### config.mk
export PLATFORM = sky130hd
export DESIGN_NAME = seq_player
export DESIGN_NICKNAME = d
export VERILOG_FILES = /design/src/rtl/seq_player.sv
export SDC_FILE = /design/constraint.sdc
export NUM_CORES = 1
export LEC_CHECK = 0
export ABC_AREA = 1
export ABC_CLOCK_PERIOD_IN_PS = 2300
export BUFFER_PORTS_ARGS = -buffer_cell sky130_fd_sc_hd__buf_2
export CORE_MARGIN = 4
export CORE_UTILIZATION = 35
export DETAILED_ROUTE_END_ITERATION = 6
export GPL_ROUTABILITY_DRIVEN = 0
export SYNTH_ARGS = -nofsm -noshare
export SYNTH_HDL_FRONTEND = slang
export SYNTH_SLANG_ARGS = --single-unit
### constraint.sdc
create_clock -name CLK_50 -period 2.3 [get_ports CLK_50]
set_input_delay 0.46 -clock CLK_50 [delete_from_list [all_inputs] [get_ports CLK_50]]
set_output_delay 0.46 -clock CLK_50 [all_outputs]
set_load 0.02 [all_outputs]
### src/rtl/seq_player.sv
// Sequence playback engine: fetches a tag from the tag RAM, then streams ROM
// words one per step tick until a word carrying a non-zero end marker is seen.
module seq_player #(
  parameter int ADDR_W = 10,
  parameter int SEQ_W  = 6,
  parameter int RD_LAT = 1
) (
  input  logic              CLK_50,
  input  logic              reset,
  input  logic [SEQ_W-1:0]  seq_num,
  input  logic              start,
  input  logic              stop,
  input  logic              step,
  output logic [SEQ_W-1:0]  ram_rdaddress,
  input  logic [31:0]       ram_q,
  output logic [ADDR_W-1:0] rom_addr,
  input  logic [31:0]       rom_q,
  output logic [29:0]       sample,
  output logic              sample_valid,
  output logic              busy,
  output logic              done,
  output logic              err_invalid
);

  typedef enum logic [1:0] {IDLE, TAG_WAIT, ROM_WAIT, HOLD} state_t;

  localparam logic [1:0]        LAT      = 2'(RD_LAT);
  localparam logic [ADDR_W-1:0] ADDR_MAX = '1;

  state_t     state;
  logic [1:0] cnt;
  logic [1:0] marker;

  // Tag bits between the valid flag and the start address carry nothing.
  logic unused_tag_bits;
  assign unused_tag_bits = ^ram_q[30:ADDR_W];

  always_ff @(posedge CLK_50 or posedge reset) begin
    if (reset) begin
      state         <= IDLE;
      cnt           <= '0;
      marker        <= '0;
      ram_rdaddress <= '0;
      rom_addr      <= '0;
      sample        <= '0;
      sample_valid  <= 1'b0;
      busy          <= 1'b0;
      done          <= 1'b0;
      err_invalid   <= 1'b0;
    end else begin
      sample_valid <= 1'b0;
      done         <= 1'b0;
      err_invalid  <= 1'b0;
      if (stop && state != IDLE) begin
        state <= IDLE;
        busy  <= 1'b0;
      end else begin
        case (state)
          IDLE: begin
            if (start && !stop) begin
              ram_rdaddress <= seq_num;
              cnt           <= LAT;
              busy          <= 1'b1;
              state         <= TAG_WAIT;
            end
          end
          TAG_WAIT: begin
            cnt <= cnt - 2'd1;
            if (cnt == 2'd1) begin
              if (ram_q[31]) begin
                rom_addr <= ram_q[ADDR_W-1:0];
                cnt      <= LAT;
                state    <= ROM_WAIT;
              end else begin
                err_invalid <= 1'b1;
                busy        <= 1'b0;
                state       <= IDLE;
              end
            end
          end
          ROM_WAIT: begin
            cnt <= cnt - 2'd1;
            if (cnt == 2'd1) begin
              sample       <= rom_q[31:2];
              marker       <= rom_q[1:0];
              sample_valid <= 1'b1;
              state        <= HOLD;
            end
          end
          HOLD: begin
            // A step coinciding with the sample_valid pulse is deliberately lost.
            if (step && !sample_valid) begin
              if (marker != 2'b00) begin
                done  <= 1'b1;
                busy  <= 1'b0;
                state <= IDLE;
              end else if (rom_addr != ADDR_MAX) begin
                rom_addr <= rom_addr + ADDR_W'(1);
                cnt      <= LAT;
                state    <= ROM_WAIT;
              end else begin
                done        <= 1'b1;
                err_invalid <= 1'b1;
                busy        <= 1'b0;
                state       <= IDLE;
              end
            end
          end
          default: state <= IDLE;
        endcase
      end
    end
  end

endmodule

-- Word level (Yosys, flattened, before mapping)
Cells that the tools add are included.
- output and inout port bits: 50
- word-level logic and storage cells: 89
- input bits: 75
- register bits after elaboration: 56
- add/sub/neg operators: 2
- mux-type cells: 43
- eq/ne operators: 17
- reduce and logical (&&, ||, !) cells: 16
- bitwise logic cells: 1
- operator list (kind ; count):
    two-way mux 10 bit ; 5
    two-way mux 2 bit ; 13
    two-way mux 1 bit ; 20
    one-hot mux 10 bit (2 select lines) ; 1
    one-hot mux 2 bit (4 select lines) ; 2
    inequality test 3 bit (second input constant) ; 5
    inequality test 2 bit (second input constant) ; 6
    adder 10 x 1 -> 10 bit (second input constant) ; 1
    inequality test 10 bit (second input constant) ; 1
    AND reduction 7 bit ; 1
    AND reduction 3 bit ; 2
    AND reduction 6 bit ; 1
    nonzero test 2 bit ; 3
    AND reduction 5 bit ; 1
    == test 2 x 1 -> 1 bit (second input constant) ; 2
    == test 2 bit (second input constant) ; 2
    inequality test 4 bit (second input constant) ; 1
    AND reduction 4 bit ; 1
    nonzero test 4 bit ; 1
    logical AND 1 bit ; 3
    one-hot mux 1 bit (3 select lines) ; 1
    logical NOT 1 bit ; 2
    logical NOT 2 bit ; 1
    one-hot mux 1 bit (2 select lines) ; 1
    2 further kinds ; 2

-- Depth between registers and ports, before layout
- depth in word-level cells: 6
- mapped depth: 10
- mapped depth without buffers: 10

-- Worst setup path after synthesis
Ideal clock, no wire load.
- kind: register -> register
- from: reg state[1]
- to: reg sample[0]
- required time: 2183 ps
- cell stages (with the launch flop): 11
- setup slack: 669 ps
- setup time: 117 ps
- arrival: 1514 ps
- period minus slack after synthesis: 1631 ps
- buffers on the path: 1
- path through: dfrtp_1 inv_1 ha_1 inv_2 nand2_4 inv_4 nor3_4 inv_4 buf_6 nand2_1 nand2_1
- cells in the longest elaborated chain, start to end: 4
- elaborated cells on any way between the ends: 5
- those cells by class: eq/ne: 1; bitwise: 1; reduce/logical: 3
- ends and longest elaborated chain (item ; RTL line ; source):
    from (decl) ; 30 ; state_t state;
    from (signal assigned) ; 40 ; state <= IDLE;
    from (signal assigned) ; 55 ; state <= IDLE;
    from (signal assigned) ; 64 ; state <= TAG_WAIT;
    nonzero test 2 bit ; 54 ; if (stop && state != IDLE) begin
    logical AND 1 bit ; 54 ;
    NOT 1 bit (no line) ; - ;
    AND reduction 3 bit (no line) (*) ; - ;
    to (signal assigned) ; 84 ; sample <= rom_q[31:2];
    to (decl) ; 18 ; output logic [29:0] sample,
Every way passes the cells marked *; elsewhere a longest branch is shown, timed or not.
A chain may end at the register's enable or synchronous reset.

-- Worst setup path after layout
- from: reg state[1]
- to: reg rom_addr[0]
- cells in the longest elaborated chain, start to end: 4
- elaborated cells on any way between the ends: 13
- those cells by class: eq/ne: 7; mux: 1; bitwise: 1; reduce/logical: 4
- ends and longest elaborated chain (item ; RTL line ; source):
    parallel branches: the longest is 4 deep, another holds AND reduction 7 bit ; - ;
    to (signal assigned) ; 71 ; rom_addr <= ram_q[ADDR_W-1:0];
    to (signal assigned) ; 98 ; rom_addr <= rom_addr + ADDR_W'(1);
    to (decl) ; 16 ; output logic [ADDR_W-1:0] rom_addr,
Several ways; the timed one is not identified.

==> results by group <==
Run status
  – Status: finished, final reports clean

Place
  – I/O Buffers: 103
  – Hpwl dp: ~5000 um

STA
  – Rel. slew slack: 0.718
  – Setup TNS: 0 ns
  – Actual slew at the worst max-slew pin: 0.423 ns
  – Clk_skew: 0.00579 ns
  – Final min period: between 1.5 and 2 ns
  – Finish-stage setup viols: 0
  – Crit share post-route: 0.833
  – Unrepaired setup endpoints after global routing: no
  – Fmax achieved: 522 MHz
  – Hold Violations, Final: 0
  – Slew Viols, Final: 0

Critical path
  – Crit Path Category: flip-flop to flip-flop
  – CP Data Arrival Time: between 2 and 2.5 ns
  – Startpoint types: flip-flop
  – CP max stage cell: dfrtp_1
  – Critical Path RT: 2.54 ns
  – Worst Setup End Kind: flip-flop
  – Largest delay share family, worst path: simple AND/OR/NAND/NOR gates
  – Critical path depth in cells: 10
  – Slowest Stage Delay on Critical Path: ~0.44 ns
  – Critical-path cell list: inv_1 > ha_1 > inv_1 > a21oi_1 > nor2_1 > nand3_2 > nor2_4 > buf_4 > nand2_1 > o21ai_2
  – Most frequent CP cell: inv_1
  – Reg2reg path depth: 10
  – CP Max Fanout: 10
  – CP bufs+invs: 3

Clocking
  – CTS clk-pin slew, worst paths: 0.10 ns
  – Worst-skew pair later-pin latency: between 0.3 and 0.4 ns
  – Htree depth: 2
  – CTS hold repair buffers: 0
  – CTS sink cnt: 56
  – Clock root buffer master: clkbuf_8
  – Post_cts resized: 0
  – Postcts setup bufs: 0
  – CTS Buf Count: 5
  – CTS Buffer Depth: 2
  – CTS tree: built

Power
  – Static Leakage: 0.00195 uW
  – VDD IR max: about 480 uV
  – PD cells: around 1300 nW/um^2

Die
  – Starting Density: 0.364
  – Die X: 98.1 um
  – Die H: 98.1 um
  – Die area: ~9600 sq um
  – Row cnt: 32
  – I/O pin count: approximately 130
  – Std-Cell Core Area: 7810 sq um

Final layout
  – Layout cells sized above 1: 0.336
  – Fillcell total: 790
  – Commonest non-fill, non-tap cell in the layout: nand2_1
  – Area Growth Syn to Fin: 24.8%
  – Most frequent cells in the layout: 159 x nand2_1, 103 x buf_2, 56 x dfrtp_1
  – Footprint of the multi-input gates: 1240 sq um
  – # nets final: 533
  – Final core occ: 0.454
  – N_diodes: 0
  – Register Area: 1400 sq um

Logic synthesis
  – Synth warn: 0
  – Post-synth cell types: 33
  – Synth Area per Inst: 8.26 sq um
  – Yosys reg bits: 56
  – Syn_nets: 425
  – Mapped cell area: around 2800 sq um
  – Post-synthesis sequential area ratio: 0.493
  – Post-Syn Instances: 344

Global routing
  – First-pass GRT wire length: approximately 11000 um
  – Initial antenna violation count: 0
  – Largest net degree at the start of global routing: 32
  – Vias in the first global route: around 2400
  – Global route overflow: 0
  – Total global-route track usage: 0.139

Route
  – DRC violations left: 0
  – Routed vias: 2505
  – Iter 0 DRT Violations: 101
  – Final ANT Viol Nets: 0
  – WL final: 6590 um
  – Avg Vias per Cell: 4.51
  – Drt wl/cell: 11.9 um
  – First-pass iteration count of the detailed router: 4

Worst hold path
  – HP Class: input port to async pin

Job
  – Maxcap violations: 0
cells by family after synthesis:
kind of cell               share of synthesized area
buffers and inverters                         0.0714
xor gates and xnor gates                     0.00308
DFF                                            0.493
AOI/OAI and AO/OA                             0.0524
adders and majority gates                     0.0264
and+or+nand+nor                                0.330
muxes                                         0.0238
area by class of cell:
cell class,instances,share of cell area
Clock buffer,5,0.0194
Sequential cell,56,0.395
Timing Repair Buffer,111,0.162
Clock inverter,3,0.00636
Multi-Input combinational cell,250,0.349
Tap cell,102,0.0360
Inverter,28,0.0314
cells in the mapped netlist:
| library cell | number | share of area |
|---|---|---|
| a21o_1 | 1 | 0.0026 |
| a21oi_1 | 3 | 0.0053 |
| a31oi_1 | 1 | 0.0022 |
| buf_1 | 1 | 0.0013 |
| buf_2 | 1 | 0.0018 |
| buf_6 | 7 | 0.028 |
| clkbuf_1 | 1 | 0.0013 |
| clkinv_2 | 1 | 0.0018 |
| dfrtp_1 | 56 | 0.49 |
| ha_1 | 6 | 0.026 |
| inv_1 | 22 | 0.029 |
| inv_2 | 3 | 0.0040 |
| inv_4 | 2 | 0.0044 |
| mux2_2 | 6 | 0.024 |
| nand2_1 | 159 | 0.21 |
| nand2_4 | 1 | 0.0040 |
| nand3_1 | 20 | 0.035 |
| nand3_2 | 3 | 0.011 |
| nand3_4 | 1 | 0.0062 |
| nand3b_1 | 1 | 0.0026 |
| nand4_1 | 4 | 0.0088 |
| nor2_1 | 13 | 0.017 |
| nor2_2 | 2 | 0.0044 |
| nor2_4 | 3 | 0.012 |
| nor3_1 | 2 | 0.0035 |
| nor3_4 | 1 | 0.0057 |
| nor3b_1 | 1 | 0.0026 |
| o211ai_1 | 2 | 0.0053 |
| o21ai_0 | 9 | 0.016 |
| o21ai_2 | 6 | 0.019 |
| o21bai_1 | 1 | 0.0026 |
| or2_2 | 3 | 0.0066 |
| xor2_1 | 1 | 0.0031 |
stage by stage:
| step | instance area (sq um) | hold slack, ns | std cells | power [uW] | worst slack (ns) |
|---|---|---|---|---|---|
| after floorplan | 2840 | 0.453 | 344 | 3480 | 0.469 |
| after global placement | 3450 | 0.449 | 547 | 4200 | 0.469 |
| after detailed placement | 3450 | 0.456 | 547 | 4250 | 0.453 |
| after CTS | 3540 | 0.130 | 555 | 4820 | 0.407 |
| after global routing | 3540 | 0.153 | 555 | 5170 | 0.227 |
| final | 3540 | 0.130 | 555 | 4750 | 0.385 |
flip-flops by register name (all words and copies together), names as in the netlist:
register / cells
busy: 1
cnt: 2
done: 1
err_invalid: 1
marker: 2
ram_rdaddress: 6
rom_addr: 10
sample: 30
sample_valid: 1
state: 2
where the power goes:
| part | internal (uW) | switching (uW) | leakage [uW] |
|---|---|---|---|
| Combinational | 848 | 1560 | 0.00122 |
| Clock | 219 | 329 | 0.0000485 |
| Sequential | 1470 | 329 | 0.000677 |
| Total | 2530 | 2220 | 0.00195 |
metal layers:
metal	vias to the layer above	global-route usage	part of all wire
met4	0	0.0330	0.0061
li1	1293	-	-
met1	1137	0.176	0.45
met2	69	0.232	0.47
met3	6	0.0450	0.072
met5	-	0	0
final timing paths:
kind	start	end	slack [ns]
worst min-delay path	reset	sample[7]$_DFFE_PP0P_	0.13
worst max register to register	state[1]$_DFFE_PP0P_	rom_addr[0]$_DFFE_PP0P_	0.39
worst max-delay path	state[1]$_DFFE_PP0P_	rom_addr[0]$_DFFE_PP0P_	0.39
max in group asynchronous	reset	rom_addr[8]$_DFFE_PP0P_	1.56
worst min register to register	sample[16]$_DFFE_PP0P_	sample[16]$_DFFE_PP0P_	0.48
min in group CLK_50	rom_q[22]	sample[20]$_DFFE_PP0P_	0.34
Power figures use the tool's default switching activity.
